[config.mk]
export PLATFORM = sky130hd
export DESIGN_NAME = memory_access
export DESIGN_NICKNAME = d
export VERILOG_FILES = /design/src/rtl/memory_access.sv
export SDC_FILE = /design/constraint.sdc
export NUM_CORES = 1
export LEC_CHECK = 0
export CAP_MARGIN = 30
export CORE_AREA = 2 2 188 190
export DETAILED_ROUTE_END_ITERATION = 8
export DIE_AREA = 0 0 190 192
export GPL_ROUTABILITY_DRIVEN = 0
export HOLD_SLACK_MARGIN = 0.02
export PLACE_DENSITY = 0.66
export SLEW_MARGIN = 15
export SYNTH_ARGS = -nofsm -noshare
export SYNTH_HDL_FRONTEND = slang
export SYNTH_SLANG_ARGS = --single-unit
[constraint.sdc]
create_clock -name clk -period 9.5 [get_ports clk]
set_clock_uncertainty 0.2 [all_clocks]
set_input_delay 1.425 -clock clk [delete_from_list [all_inputs] [get_ports clk]]
set_output_delay 1.425 -clock clk [all_outputs]
set_load 0.02 [all_outputs]
[src/rtl/memory_access.sv]
// MEM stage of the RV32I pipe: issues data-memory loads/stores over a req/ack
// bus, stalls the front end while an access is outstanding, registers write-back.
module memory_access #(
  parameter int TIMEOUT = 16
) (
  input  logic        clk,
  input  logic        rst,
  input  logic [31:0] i_result,
  input  logic [31:0] i_data_store,
  input  logic [31:0] i_pc,
  input  logic [2:0]  i_func3,
  input  logic [6:0]  i_opcode,
  input  logic [4:0]  i_rd,
  output logic        o_dmem_req,
  output logic        o_dmem_we,
  output logic [31:0] o_dmem_addr,
  output logic [31:0] o_dmem_wdata,
  output logic [3:0]  o_dmem_wstrb,
  input  logic        i_dmem_ack,
  input  logic [31:0] i_dmem_rdata,
  output logic        o_stall,
  output logic [31:0] o_wb_result,
  output logic [4:0]  o_wb_rd,
  output logic        o_wb_we,
  output logic [31:0] o_wb_pc,
  output logic [4:0]  o_rd_mem,
  output logic        o_fault,
  output logic        dbg_state
);

  localparam int CW = (TIMEOUT > 1) ? $clog2(TIMEOUT) : 1;
  localparam logic [CW-1:0] CNT_LAST = CW'(TIMEOUT - 1);

  localparam logic [6:0] OP_LOAD   = 7'b0000011;
  localparam logic [6:0] OP_STORE  = 7'b0100011;
  localparam logic [6:0] OP_BRANCH = 7'b1100011;
  localparam logic [6:0] OP_BUBBLE = 7'b0000000;

  typedef enum logic {IDLE = 1'b0, WAIT = 1'b1} state_t;

  state_t         state;
  logic [CW-1:0]  cnt;
  logic [31:0]    lat_addr;
  logic [31:0]    lat_wdata;
  logic [3:0]     lat_wstrb;
  logic           lat_we;
  logic [1:0]     lat_lo;
  logic [2:0]     lat_f3;
  logic [4:0]     lat_rd;
  logic [31:0]    lat_pc;

  function automatic logic f3_legal(input logic is_store, input logic [2:0] f3);
    if (is_store) return (f3 == 3'b000) || (f3 == 3'b001) || (f3 == 3'b010);
    return (f3 == 3'b000) || (f3 == 3'b001) || (f3 == 3'b010) ||
           (f3 == 3'b100) || (f3 == 3'b101);
  endfunction

  function automatic logic misaligned(input logic [2:0] f3, input logic [1:0] a);
    return ((f3[1:0] == 2'b01) && a[0]) || ((f3[1:0] == 2'b10) && (a != 2'b00));
  endfunction

  function automatic logic [31:0] extract(input logic [2:0] f3, input logic [1:0] a,
                                          input logic [31:0] rdata);
    logic [31:0] shifted;
    logic [7:0]  b;
    logic [15:0] h;
    shifted = rdata >> {a, 3'b000};
    b = shifted[7:0];
    h = a[1] ? rdata[31:16] : rdata[15:0];
    case (f3)
      3'b000:  return {{24{b[7]}}, b};
      3'b001:  return {{16{h[15]}}, h};
      3'b100:  return {24'd0, b};
      3'b101:  return {16'd0, h};
      default: return rdata;
    endcase
  endfunction

  logic        is_mem;
  logic        is_store;
  logic        in_fault;
  logic        in_go;
  logic        in_wb_we;
  logic [3:0]  in_wstrb;
  logic [31:0] in_wdata;

  assign is_store = (i_opcode == OP_STORE);
  assign is_mem   = (i_opcode == OP_LOAD) || is_store;
  assign in_fault = is_mem && (!f3_legal(is_store, i_func3) || misaligned(i_func3, i_result[1:0]));
  // Gated by rst so an access presented during reset never reaches the bus.
  assign in_go    = !rst && (state == IDLE) && is_mem && !in_fault;
  assign in_wb_we = (i_opcode != OP_STORE) && (i_opcode != OP_BRANCH) &&
                    (i_opcode != OP_BUBBLE) && (i_rd != 5'd0);

  always_comb begin
    in_wstrb = 4'b0000;
    in_wdata = 32'd0;
    if (is_store) begin
      case (i_func3[1:0])
        2'b00: begin
          in_wstrb = 4'b0001 << i_result[1:0];
          in_wdata = {4{i_data_store[7:0]}};
        end
        2'b01: begin
          in_wstrb = i_result[1] ? 4'b1100 : 4'b0011;
          in_wdata = {2{i_data_store[15:0]}};
        end
        default: begin
          in_wstrb = 4'b1111;
          in_wdata = i_data_store;
        end
      endcase
    end
  end

  always_comb begin
    o_dmem_req   = 1'b0;
    o_dmem_we    = 1'b0;
    o_dmem_addr  = 32'd0;
    o_dmem_wdata = 32'd0;
    o_dmem_wstrb = 4'b0000;
    if (state == WAIT) begin
      o_dmem_req   = 1'b1;
      o_dmem_we    = lat_we;
      o_dmem_addr  = lat_addr;
      o_dmem_wdata = lat_wdata;
      o_dmem_wstrb = lat_wstrb;
    end else if (in_go) begin
      o_dmem_req   = 1'b1;
      o_dmem_we    = is_store;
      o_dmem_addr  = {i_result[31:2], 2'b00};
      o_dmem_wdata = in_wdata;
      o_dmem_wstrb = in_wstrb;
    end
  end

  assign o_stall   = ((state == WAIT) || in_go) && !i_dmem_ack;
  assign o_rd_mem  = o_wb_we ? o_wb_rd : 5'd0;
  assign dbg_state = state;

  always_ff @(posedge clk or posedge rst) begin
    if (rst) begin
      state       <= IDLE;
      cnt         <= '0;
      lat_addr    <= 32'd0;
      lat_wdata   <= 32'd0;
      lat_wstrb   <= 4'b0000;
      lat_we      <= 1'b0;
      lat_lo      <= 2'b00;
      lat_f3      <= 3'b000;
      lat_rd      <= 5'd0;
      lat_pc      <= 32'd0;
      o_wb_result <= 32'd0;
      o_wb_rd     <= 5'd0;
      o_wb_we     <= 1'b0;
      o_wb_pc     <= 32'd0;
      o_fault     <= 1'b0;
    end else begin
      o_fault <= 1'b0;
      case (state)
        IDLE: begin
          if (!is_mem) begin
            o_wb_result <= i_result;
            o_wb_rd     <= i_rd;
            o_wb_pc     <= i_pc;
            o_wb_we     <= in_wb_we;
          end else if (in_fault) begin
            o_wb_we <= 1'b0;
            o_fault <= 1'b1;
          end else if (i_dmem_ack) begin
            o_wb_rd <= i_rd;
            o_wb_pc <= i_pc;
            if (is_store) begin
              o_wb_we <= 1'b0;
            end else begin
              o_wb_result <= extract(i_func3, i_result[1:0], i_dmem_rdata);
              o_wb_we     <= (i_rd != 5'd0);
            end
          end else begin
            lat_addr  <= {i_result[31:2], 2'b00};
            lat_wdata <= in_wdata;
            lat_wstrb <= in_wstrb;
            lat_we    <= is_store;
            lat_lo    <= i_result[1:0];
            lat_f3    <= i_func3;
            lat_rd    <= i_rd;
            lat_pc    <= i_pc;
            cnt       <= '0;
            o_wb_we   <= 1'b0;
            state     <= WAIT;
          end
        end
        WAIT: begin
          if (i_dmem_ack) begin
            o_wb_rd <= lat_rd;
            o_wb_pc <= lat_pc;
            if (lat_we) begin
              o_wb_we <= 1'b0;
            end else begin
              o_wb_result <= extract(lat_f3, lat_lo, i_dmem_rdata);
              o_wb_we     <= (lat_rd != 5'd0);
            end
            state <= IDLE;
          end else begin
            o_wb_we <= 1'b0;
            // The IDLE issue cycle is the first wait cycle, so the abort lands
            // after TIMEOUT stall cycles in total.
            if ((cnt + 1'b1) == CNT_LAST) begin
              o_fault <= 1'b1;
              state   <= IDLE;
            end else if (cnt != CNT_LAST) begin
              cnt <= cnt + 1'b1;
            end
          end
        end
        default: state <= IDLE;
      endcase
    end
  end

endmodule

==> impl_metrics.toml <==
[layout]
fin_cells = 1802
areaGrowthSynthToFinish_pct = 37.9
fin_area_sq_um = 14100
final_nets = 1479
fin_util_pct = 41.1
drive_gt1_share_pct = 9.23

[die]
die_h_microns = 192
start_util_pct = 29.8
die-width_microns = 190
ios = 294
die_area_sq_um = 36500
core_sq_um = 34300
rows = 68

[worst_hold_path]
hold_depth = 2
hold_class = "reg -> reg"

[timing]
fin_crit_ps = 6250
worst_pin_slew_ps = 847
rsz0062_at_grt = "false"
setup_viol = 0
fin_tns_setup_ps = 0
timing.slew.headroom_pct = 43.5
hold_viol_final = 0
layout_worst_path_cycle_share_pct = 65.7
final.setup.worst_slack_ps = 3250
clock.fmax_mhz = 160
drv_slew = 0
hold_ws_ps = 283

[pwr]
ir_worst_vdd_mv = 0.124
power.total_mw = 1.91
power_density_nw_per_um2 = 135
p_leak_nw = 5.94

[critical_path]
reg2reg_depth = 4
crit_top_cell = "clkdlybuf4s50_1"
cp_slowest_stage_delay_ps = 810
cp_num_cells = 8
cp.arrival_ps = 4620
path_buf_inv = 3
required_ps = 7880
critPathCaptureType = "output port"
crit_family = "buffers and inverters"
path_cells = "clkdlybuf4s50_1 > nor4_4 > nor2_1 > nor4b_1 > nand2_1 > buf_8 > o21ai_0 > clkdlybuf4s50_1"
crit_path_start_kind = "input pin"
critPathSlowestCell = "clkdlybuf4s50_1"
path_max_fanout = 33
criticalPathCategory = "in -> out"

[yosys]
async_flop_share_pct = 100
yosysTopAreaCell = "dfrtp_1"
synth.area.top_cells = "dfrtp_1, mux2i_1, o21ai_0"
syn_area_sq_um = 10200
ys_types = 57
synth_top_area_share_pct = 45.3
yosys_register_bits = 185
yosysWarnings = 0
syn_avg_cell_area_sq_um = 9.39
yosysSeqAreaShare_pct = 45.3
synth_edf_count = 0
ys.flop_type = "dfrtp_1"
synth_cells = 1089

[routing]
drtIter0Drc = 539
wire_per_inst_microns = 19.5
ant_nets = 0
drc = 0
vias = 9373
wl_microns = 35200
viasPerCell = 5.20
firstDrtPassIters = 5

[placed_design]
dp_hpwl_microns = 24800
dp_slack_ps = 2710
portBuffers = 291
dp_cells = 1763
placed_area_sq_um = 13400

[global_route]
gr-total-overflow = 0
grt_max_degree = 119
grt_usage_pct = 19.2
grt_pass1_vias = 9321
antenna_found_initial = 5
grt_pass1_wl_microns = 53900

[clock_network]
cts_root_buf = "clkbuf_16"
tritoncts = "yes"
clk_pin_slew_ps = 60
cts_buffers = 17
cts_resized = 0
postCtsSetupRepairBufs = 0
h-tree-depth = 4
cts_max_path_buffers = 2
ctsHoldBuffers = 0
clock_latency_ps = 450
clock_sinks = 185

[flow_run]
max-cap-violations = 0

[run_status]
status = "complete, no violations"
kinds of logic after synthesis:
group / synth area share (%)
adders and majority gates: 0.245
AOI/OAI and AO/OA: 22.3
buffers and inverters: 4.87
other: 0.0367
muxes: 15.0
DFF: 45.3
and+or+nand+nor: 12.3
worst reg2reg max path: stages (launching register included):
cell and delay (ps):
dfrtp_4 790, buf_4 650, or4_4 750, buf_4 770
mux2_2 460
final timing paths:
check,startpoint,slack (ps),end
setup / recovery,i_result[0],3250,o_dmem_wdata[15]
hold / removal,lat_wdata[26],280,lat_wdata[26]
setup reg to reg,dbg_state,5750,lat_addr[30]
hold reg to reg,lat_wdata[26],280,lat_wdata[26]
max in group asynchronous,rst,6410,lat_addr[30]
min in group asynchronous,rst,1340,cnt[2]
routing by layer:
metal	part of all wire [%]	vias to the layer above	track usage, %
met5	0.065	-	0
met4	2.3	4	6.56
met3	8.4	50	6.12
met2	48	396	31.0
met1	42	4526	24.1
li1	-	4397	-
registers in the layout, indices dropped and copies added, names as in the netlist:
register / count
lat_pc: 32
lat_wstrb: 4
lat_wdata: 32
lat_we: 1
cnt: 4
lat_rd: 5
o_wb_we: 1
o_wb_rd: 5
o_wb_result: 32
lat_addr: 30
o_fault: 1
o_wb_pc: 32
dbg_state: 1
lat_f3: 3
lat_lo: 2
power by group:
| part | switching (mW) | internal [mW] | total, mW | leakage (nW) |
|---|---|---|---|---|
| clock | 0.352 | 0.388 | 0.740 | 0.294 |
| sequential | 0.0297 | 0.831 | 0.861 | 2.39 |
| combinational | 0.161 | 0.148 | 0.309 | 3.25 |
| total | 0.543 | 1.37 | 1.91 | 5.94 |
cells in the final DEF, fill, tap and decap left out, types with 6 or more instances in the layout:
cell             netlist  final
o22ai_1                7      7
a22oi_1               10      9
a21oi_1              122    122
mux2_2                55     55
and2_1                13     13
clkbuf_16              0     17
clkdlybuf4s50_1        0    290
o221ai_1              14     14
nand2_1              122    121
and3b_1                7      7
inv_1                 24     23
nor2b_1               15     15
nor2_1                69     69
o21ai_0              129    128
nor3_1                 7      7
a22o_1                31     31
o21a_1                 6      6
mux2_1                17     17
a211o_1                8      8
dfrtp_1              185    184
nand2b_1              10     10
buf_4                  3     15
o31ai_1               17     17
or3_1                  6      6
a31oi_1                7      7
mux2i_1               72     72
cells in the mapped netlist, types with 3 or more instances:
cell and instances:
dfrtp_1 185, o21ai_0 129, a21oi_1 122, nand2_1 122, mux2i_1 72, nor2_1 69, clkbuf_1 62, mux2_2 55
a22o_1 31, inv_1 24, mux2_1 17, o31ai_1 17, nor2b_1 15, o221ai_1 14, and2_1 13, buf_2 11
a22oi_1 10, nand2b_1 10, a211o_1 8, a31oi_1 7, and3b_1 7, buf_6 7, nor3_1 7, o22ai_1 7
o21a_1 6, or3_1 6, a21o_1 5, buf_1 5, nand3_1 5, buf_4 3, nor4_1 3
cell type report:
cell class                      instances  area (sq um)
Antenna cell                            3          7.51
Clock buffer                           19           453
Clock inverter                         13           149
Fill cell                            3393         20200
Inverter                               24          97.6
Multi-Input combinational cell        793          5120
Sequential cell                       185          4630
Tap cell                              455           569
Timing Repair Buffer                  310          3080
Power figures use the tool's default switching activity.
